File: src/rtl/sampling_pkg.sv
// Frame geometry and pixel types shared by the 2x upsampler and downsampler.
package sampling_pkg;

    localparam int FRAME_IN_WIDTH   = 800;
    localparam int FRAME_IN_HEIGHT  = 600;
    localparam int FRAME_OUT_WIDTH  = FRAME_IN_WIDTH / 2;
    localparam int FRAME_OUT_HEIGHT = FRAME_IN_HEIGHT / 2;
    localparam int FRAME_CNT_W      = 10;
    localparam int PIXEL_W          = 8;

    typedef logic [PIXEL_W-1:0] pixel_t;

endpackage

File: src/rtl/sum_line_ram.sv
// Line buffer for horizontal pair sums: one write port, one registered read port.
module sum_line_ram
    import sampling_pkg::*;
#(
    parameter int DEPTH  = FRAME_OUT_WIDTH,
    parameter int WIDTH  = PIXEL_W + 1,
    parameter int ADDR_W = (DEPTH > 1) ? $clog2(DEPTH) : 1
) (
    input  logic              clock,
    input  logic              i_wr_en,
    input  logic [ADDR_W-1:0] i_wr_addr,
    input  logic [WIDTH-1:0]  i_wr_data,
    input  logic              i_rd_en,
    input  logic [ADDR_W-1:0] i_rd_addr,
    output logic [WIDTH-1:0]  o_rd_data
);

    logic [WIDTH-1:0] r_mem [DEPTH];
    logic [WIDTH-1:0] r_rd_data;

    // Read data only updates on a read, so it survives gaps in the input stream.
    always_ff @(posedge clock) begin
        if (i_wr_en) begin
            r_mem[i_wr_addr] <= i_wr_data;
        end
        if (i_rd_en) begin
            r_rd_data <= r_mem[i_rd_addr];
        end
    end

    assign o_rd_data = r_rd_data;

endmodule

File: src/rtl/downsampler_2x.sv
// 2x2 block-average decimator: raster pixel stream in, rounded block means out to a FIFO.
module downsampler_2x
    import sampling_pkg::*;
#(
    parameter int IN_WIDTH  = FRAME_IN_WIDTH,
    parameter int IN_HEIGHT = FRAME_IN_HEIGHT,
    parameter int DATA_W    = PIXEL_W,
    parameter int CNT_W     = FRAME_CNT_W
) (
    input  logic              clock,
    input  logic              reset,
    input  logic              valid,
    input  logic [DATA_W-1:0] data,
    input  logic              fifo_full,
    output logic [CNT_W-1:0]  current_rowcount,
    output logic [CNT_W-1:0]  current_colcount,
    output logic              fifo_write,
    output logic [DATA_W-1:0] dataout,
    output logic              frame_done,
    output logic              overflow
);

    localparam int HALF_W = IN_WIDTH / 2;
    localparam int ADDR_W = (HALF_W > 1) ? $clog2(HALF_W) : 1;

    logic [CNT_W-1:0]  r_col;
    logic [CNT_W-1:0]  r_row;
    logic [DATA_W-1:0] r_hold;
    logic [DATA_W-1:0] r_dataout;
    logic              r_fifo_write;
    logic              r_frame_done;
    logic              r_overflow;

    logic              w_col_last;
    logic              w_row_last;
    logic              w_odd_col;
    logic              w_odd_row;
    logic [ADDR_W-1:0] w_pair_addr;
    logic [DATA_W:0]   w_hsum;
    logic [DATA_W:0]   w_rd_data;
    logic [DATA_W+1:0] w_total;
    logic [DATA_W-1:0] w_avg;
    logic              w_wr_en;
    logic              w_rd_en;
    logic              w_out_due;

    assign w_col_last  = (r_col == CNT_W'(IN_WIDTH - 1));
    assign w_row_last  = (r_row == CNT_W'(IN_HEIGHT - 1));
    assign w_odd_col   = r_col[0];
    assign w_odd_row   = r_row[0];
    assign w_pair_addr = r_col[ADDR_W:1];

    assign w_hsum    = {1'b0, r_hold} + {1'b0, data};
    assign w_wr_en   = valid & ~w_odd_row &  w_odd_col;
    assign w_rd_en   = valid &  w_odd_row & ~w_odd_col;
    assign w_out_due = valid &  w_odd_row &  w_odd_col;

    // Max total is 4*(2^DATA_W-1), so the +2 round-half-up never overflows DATA_W+2 bits.
    assign w_total = {1'b0, w_hsum} + {1'b0, w_rd_data};
    assign w_avg   = DATA_W'((w_total + (DATA_W+2)'(2)) >> 2);

    sum_line_ram #(
        .DEPTH  (HALF_W),
        .WIDTH  (DATA_W + 1),
        .ADDR_W (ADDR_W)
    ) u_sum_line_ram (
        .clock     (clock),
        .i_wr_en   (w_wr_en),
        .i_wr_addr (w_pair_addr),
        .i_wr_data (w_hsum),
        .i_rd_en   (w_rd_en),
        .i_rd_addr (w_pair_addr),
        .o_rd_data (w_rd_data)
    );

    always_ff @(posedge clock) begin
        if (reset) begin
            r_col        <= '0;
            r_row        <= '0;
            r_hold       <= '0;
            r_dataout    <= '0;
            r_fifo_write <= 1'b0;
            r_frame_done <= 1'b0;
            r_overflow   <= 1'b0;
        end else begin
            r_fifo_write <= 1'b0;
            r_frame_done <= 1'b0;
            if (valid) begin
                if (w_col_last) begin
                    r_col <= '0;
                    r_row <= w_row_last ? '0 : r_row + 1'b1;
                end else begin
                    r_col <= r_col + 1'b1;
                end
                if (!w_odd_col) begin
                    r_hold <= data;
                end
                r_frame_done <= w_col_last & w_row_last;
                // A full FIFO drops the pixel rather than stalling the stream.
                if (w_out_due) begin
                    r_dataout    <= w_avg;
                    r_fifo_write <= ~fifo_full;
                    if (fifo_full) begin
                        r_overflow <= 1'b1;
                    end
                end
            end
        end
    end

    assign current_rowcount = r_row;
    assign current_colcount = r_col;
    assign fifo_write       = r_fifo_write;
    assign dataout          = r_dataout;
    assign frame_done       = r_frame_done;
    assign overflow         = r_overflow;

endmodule
File: config.mk
export PLATFORM = sky130hd
export DESIGN_NAME = downsampler_2x
export DESIGN_NICKNAME = d
export VERILOG_FILES = /design/src/rtl/sampling_pkg.sv /design/src/rtl/sum_line_ram.sv /design/src/rtl/downsampler_2x.sv
export SDC_FILE = /design/constraint.sdc
export NUM_CORES = 2
export LEC_CHECK = 0
export ABC_CLOCK_PERIOD_IN_PS = 41700
export BUFFER_PORTS_ARGS = -buffer_cell sky130_fd_sc_hd__buf_2
export CAP_MARGIN = 5
export CELL_PAD_IN_SITES_DETAIL_PLACEMENT = 1
export CELL_PAD_IN_SITES_GLOBAL_PLACEMENT = 1
export CORE_UTILIZATION = 35
export DETAILED_ROUTE_END_ITERATION = 12
export GPL_TIMING_DRIVEN = 0
export PLACE_DENSITY = 0.54
export SKIP_LAST_GASP = 1
export SYNTH_ARGS = -nofsm -noshare
export SYNTH_HDL_FRONTEND = slang
export SYNTH_SLANG_ARGS = --single-unit
File: constraint.sdc
create_clock -name clock -period 41.7 [get_ports clock]
set_input_delay 2.085 -clock clock [delete_from_list [all_inputs] [get_ports clock]]
set_output_delay 2.085 -clock clock [all_outputs]
set_load 0.01 [all_outputs]
Word-level counts from Yosys, hierarchy flattened. Memory sizes are Yosys's and may differ from the RTL's. A register that Yosys moved wholly into a read port is not among the register bits. Cells that the tools add are included.

RAM bits: 3600. Memories kept: 1. Latch bits: 0. Input bits: 12. ROM bits: 0. Logic and storage cells: 36. Output and inout bits: 31. Flip-flop bits (word level): 39.

Memories: u_sum_line_ram.r_mem (depth 400, bits a word 9, rd ports 1, clocked after memory_dff 1, write ports 1, line sum_line_ram.sv:18) `logic [WIDTH-1:0] r_mem [DEPTH];`.

Divide/modulo/power cells: 0. Equal/unequal tests: 2. Magnitude comparators: 0. Multiplexer cells: 4. Shifts and indexed selects: 0. Reduce and logical (&&, ||, !) cells: 6. Multipliers: 0. Bitwise operators: 11. Add/subtract/negate cells: 5.

Operators by type and width (number): $add 10x1->10 const B (2); $eq 10x10->1 const B (2); $mux 10 (2); $add 10x2->10 const B (1); $add 9x9->10 (1); $add 8x8->9 (1); $and 1x1->1 (6); $reduce_and 2->1 (3); $not 1->1 (5); $reduce_and 3->1 (1); $reduce_or 3->1 (1); $mux 1 (2); $reduce_or 2->1 (1).

Longest topological paths before layout.
Depth in word-level cells: 5. Gate-level depth with buffers: 16. Gate-level depth less buffers: 16.

By module. From an unflattened synthesis, not the netlist that was laid out.

Cell total of the unflattened synthesis: 6703. Area, all modules: 141927.4 sq um.

Modules (own cells, without submodules): sum_line_ram (sequential area each 108373.9 sq um, instances 1, cells each 6427, area an instance 139593.9 sq um); downsampler_2x (sequential area each 780.7 sq um, instances 1, cells each 276, area an instance 2333.5 sq um).

Worst setup path after synthesis. No wires, ideal clock.

Path type: input to register. From: input data[0]. To: register r_dataout[7] (netlist: dataout[7]). Slack: 24489 ps. Required time: 41594 ps. Buffers on the path: 0. Arrival: 17105 ps. Setup time: 106 ps. Stages: 12. Cells stage by stage: ha_1 -> inv_1 -> fa_1 -> xnor2_1 -> ha_1 -> fa_1 -> a21o_1 -> a21oi_1 -> o21bai_1 -> a21oi_1 -> o21ai_0 -> o311ai_0.

Word-level cells in the longest chain between the ends: 3.

Ends and longest elaborated chain: start, declared (line downsampler_2x.sv:13) `input logic [DATA_W-1:0] data,`; $add 8x8->9 (line downsampler_2x.sv:53) `assign w_hsum = {1'b0, r_hold} + {1'b0, data};`; via u_sum_line_ram.i_wr_data[2] (line sum_line_ram.sv:12) `input logic [WIDTH-1:0] i_wr_data,`; $add 9x9->10 (line downsampler_2x.sv:59) `assign w_total = {1'b0, w_hsum} + {1'b0, w_rd_data};`; $add 10x2->10 (line downsampler_2x.sv:60) `assign w_avg = DATA_W'((w_total + (DATA_W+2)'(2)) >> 2);`; end signal, assigned (line downsampler_2x.sv:101) `r_dataout <= w_avg;`; end, declared (line downsampler_2x.sv:29) `logic [DATA_W-1:0] r_dataout;`.

The timed path passes the listed nets, and every way through them passes these cells. A chain may end at the register's enable or synchronous reset.

==> run metrics <==
outcome complete, but fails checks; failing checks max-capacitance violations, max-slew violations; placed cell count 12,700; # setup viols final 0; CP startpoint kind register; Via density 6.62; Ys Warns 0; Final Non-Filler Cells 13,400; Initial Util 0.352; Fillers 38,100; # Post-CTS Setup Buffers 0; DR pass1 iterations 8; Yosys top cell by area edfxtp_1; Slew @ Worst Pin 1730 ps; Routed Antenna Nets 0; area taken by multi-input logic gates 0.0305 mm²; Final Hold Viols 0; Max IR drop VDD 0.0379 mV; Total GRT Usage 0.349; data required time of the critical path 42,230 ps; PortBufs 42; first-pass GRT wire length 900 mm; die height 639 µm; vias in the first global route 81,100; count of state elements after synthesis 3,648; initial antenna violation count 135; CP Max Fanout 10; post-synthesis sequential area ratio 0.770; TritonCTS buffer count 388; Power Density 50.5 mW/mm²; Crit. End Element register; Nets 7,682; CTS tree built; H-tree levels 5; core area 0.403 mm²; Detailed Place HPWL 492 mm; Mapped Area 0.142 mm²; grt total ovfl 0; Syn Area/Cell 20.2 µm²; Die ar. 0.408 mm²; commonest non-fill, non-tap cells in the layout 3,609 x edfxtp_1, 704 x mux4_2, 496 x nor2_1; Async S/R FF share, synth 0; ratio of cells with drive above 1 in the final layout 0.236; clock input transition at the sequential cells of the worst setup and hold paths 60 ps; library cells used by synthesis 74; Max Slew Vio Count 100; minimum clock period 8950 ps; synth top area cells edfxtp_1 76%, mux4_2 11%, mux2i_1 2.7%, a22oi_1 1.5%, nor2_1 1.3%; Top FF cell, synth edfxtp_1; global placer's final weighted congestion 1.04; Setup TNS 0 ps; Synth Instances 7,022; period utilization 0.215; Setup Crit Path Kind reg2reg; Avg WL per Cell 54.0 µm; Ports 43; total wire length 726 mm; Max clock buf depth 4; CTS Hold Buffers Added 0; Sink Count 3,648; # resized after CTS 0; Critical Path AT 9480 ps; hold path depth 2; unrepaired setup endpoints after global routing no; commonest non-fill, non-tap cell in the layout edfxtp_1; area share of the largest cell type after synthesis 0.764; Chip Width 639 µm; P&R area growth vs syn 16.4%; Worst Clk Skew 52.5 ps; 1st-iter DRT viols 18,900; path depth of the worst reg2reg path 11; DRC viols 0; Fmax 0.112 GHz; Post-synth EDFFs 3,609; Pleak 50.3 nW; Rows 233; pin count of the biggest net entering global routing 143; via count 89,000; FF+latch area 0.109 mm²; clk_lat worst skew 1040 ps; Slew headroom -0.155; Mapped Nets 7,061; CTS Root Cell clkbuf_16; worst hold path type reg2reg; max-cap check violation count 11
[power breakdown]
part / switching [mW] / internal [mW] / leakage [nW] / total, mW
Combinational: 0.492 / 0.167 / 11.2 / 0.659
Sequential: 0.00130 / 4.16 / 33.0 / 4.16
Clock: 1.54 / 1.99 / 6.10 / 3.53
[kinds of logic after synthesis]
logic type / Yosys count / synth area share
compound gates: 761 / 0.0376
xor+xnor: 23 / 0.00142
fa+ha+maj: 27 / 0.00249
buf+inv: 455 / 0.0165
flops: 3648 / 0.770
mux: 1124 / 0.142
simple gates: 984 / 0.0307
[sequential cells by signal, indices dropped and copies added, names as in the netlist]
signal / flops
r_hold: 8
overflow: 1
u_sum_line_ram.r_mem: 3600
current_rowcount: 10
fifo_write: 1
dataout: 8
frame_done: 1
current_colcount: 10
u_sum_line_ram.o_rd_data: 9
[critical path, cell delays in order, from the launching register on]
cell,delay (ps)
dfxtp_1,420
buf_4,330
buf_4,450
buf_4,600
buf_2,1120
buf_4,700
buf_2,1160
mux4_2,470
a221oi_1,800
a21oi_1,530
nor3_1,1030
nand4_1,670
[worst paths after layout]
check,endpoint,start,slack [ps]
worst min-delay path,dataout[3]$_SDFFE_PP0P_,dataout[3]$_SDFFE_PP0P_,450
worst max-delay path,u_sum_line_ram.o_rd_data[6]$_DFFE_PP_,current_colcount[2]$_SDFFE_PP0P_,32750
worst min register to register,dataout[3]$_SDFFE_PP0P_,dataout[3]$_SDFFE_PP0P_,450
worst max register to register,u_sum_line_ram.o_rd_data[6]$_DFFE_PP_,current_colcount[2]$_SDFFE_PP0P_,32750
[through the flow]
stage	power, mW	util	setup WS [ps]	hold WS [ps]	area (µm²)
after floorplan	4.58	-	24490	440	142000
after global placement	5.02	0.369	8990	450	149000
after detailed placement	4.87	0.378	33290	448	152000
after CTS	8.30	0.409	33280	455	165000
after global routing	8.43	0.409	33590	475	165000
final	8.35	0.410	32750	452	165000
[final cells by class]
cell class,instances,share of cell area
Clock buffer,473,0.0620
Timing Repair Buffer,231,0.0221
Clock inverter,227,0.0134
Tap cell,5405,0.0409
Inverter,17,0.000432
Sequential cell,3648,0.661
Buffer,438,0.0145
Antenna cell,87,0.00132
Multi-Input combinational cell,2919,0.184
[synthesized netlist by cell type (27+ instances only)]
| master | n |
|---|---|
| edfxtp_1 | 3609 |
| mux4_2 | 704 |
| nor2_1 | 503 |
| mux2i_1 | 383 |
| a22oi_1 | 291 |
| nand2_1 | 202 |
| buf_2 | 178 |
| clkbuf_1 | 161 |
| a21oi_1 | 135 |
| nand3_1 | 83 |
| buf_4 | 51 |
| o21ai_0 | 51 |
| a221oi_1 | 44 |
| nand4_1 | 40 |
| dfxtp_1 | 39 |
| o22ai_1 | 38 |
| mux2_2 | 37 |
| a31oi_1 | 36 |
| a22o_1 | 31 |
| buf_6 | 30 |
| a211oi_1 | 27 |
| nor3_1 | 27 |
[routing by layer]
layer  vias to the layer above  GRT usage  share of wire
met2                      8456      0.488           0.42
met5                         -          0        0.00073
met4                        36      0.253          0.085
li1                      30500          -              -
met3                      1781      0.132           0.15
met1                     48200      0.441           0.35
(Power assumes the default switching activity.)
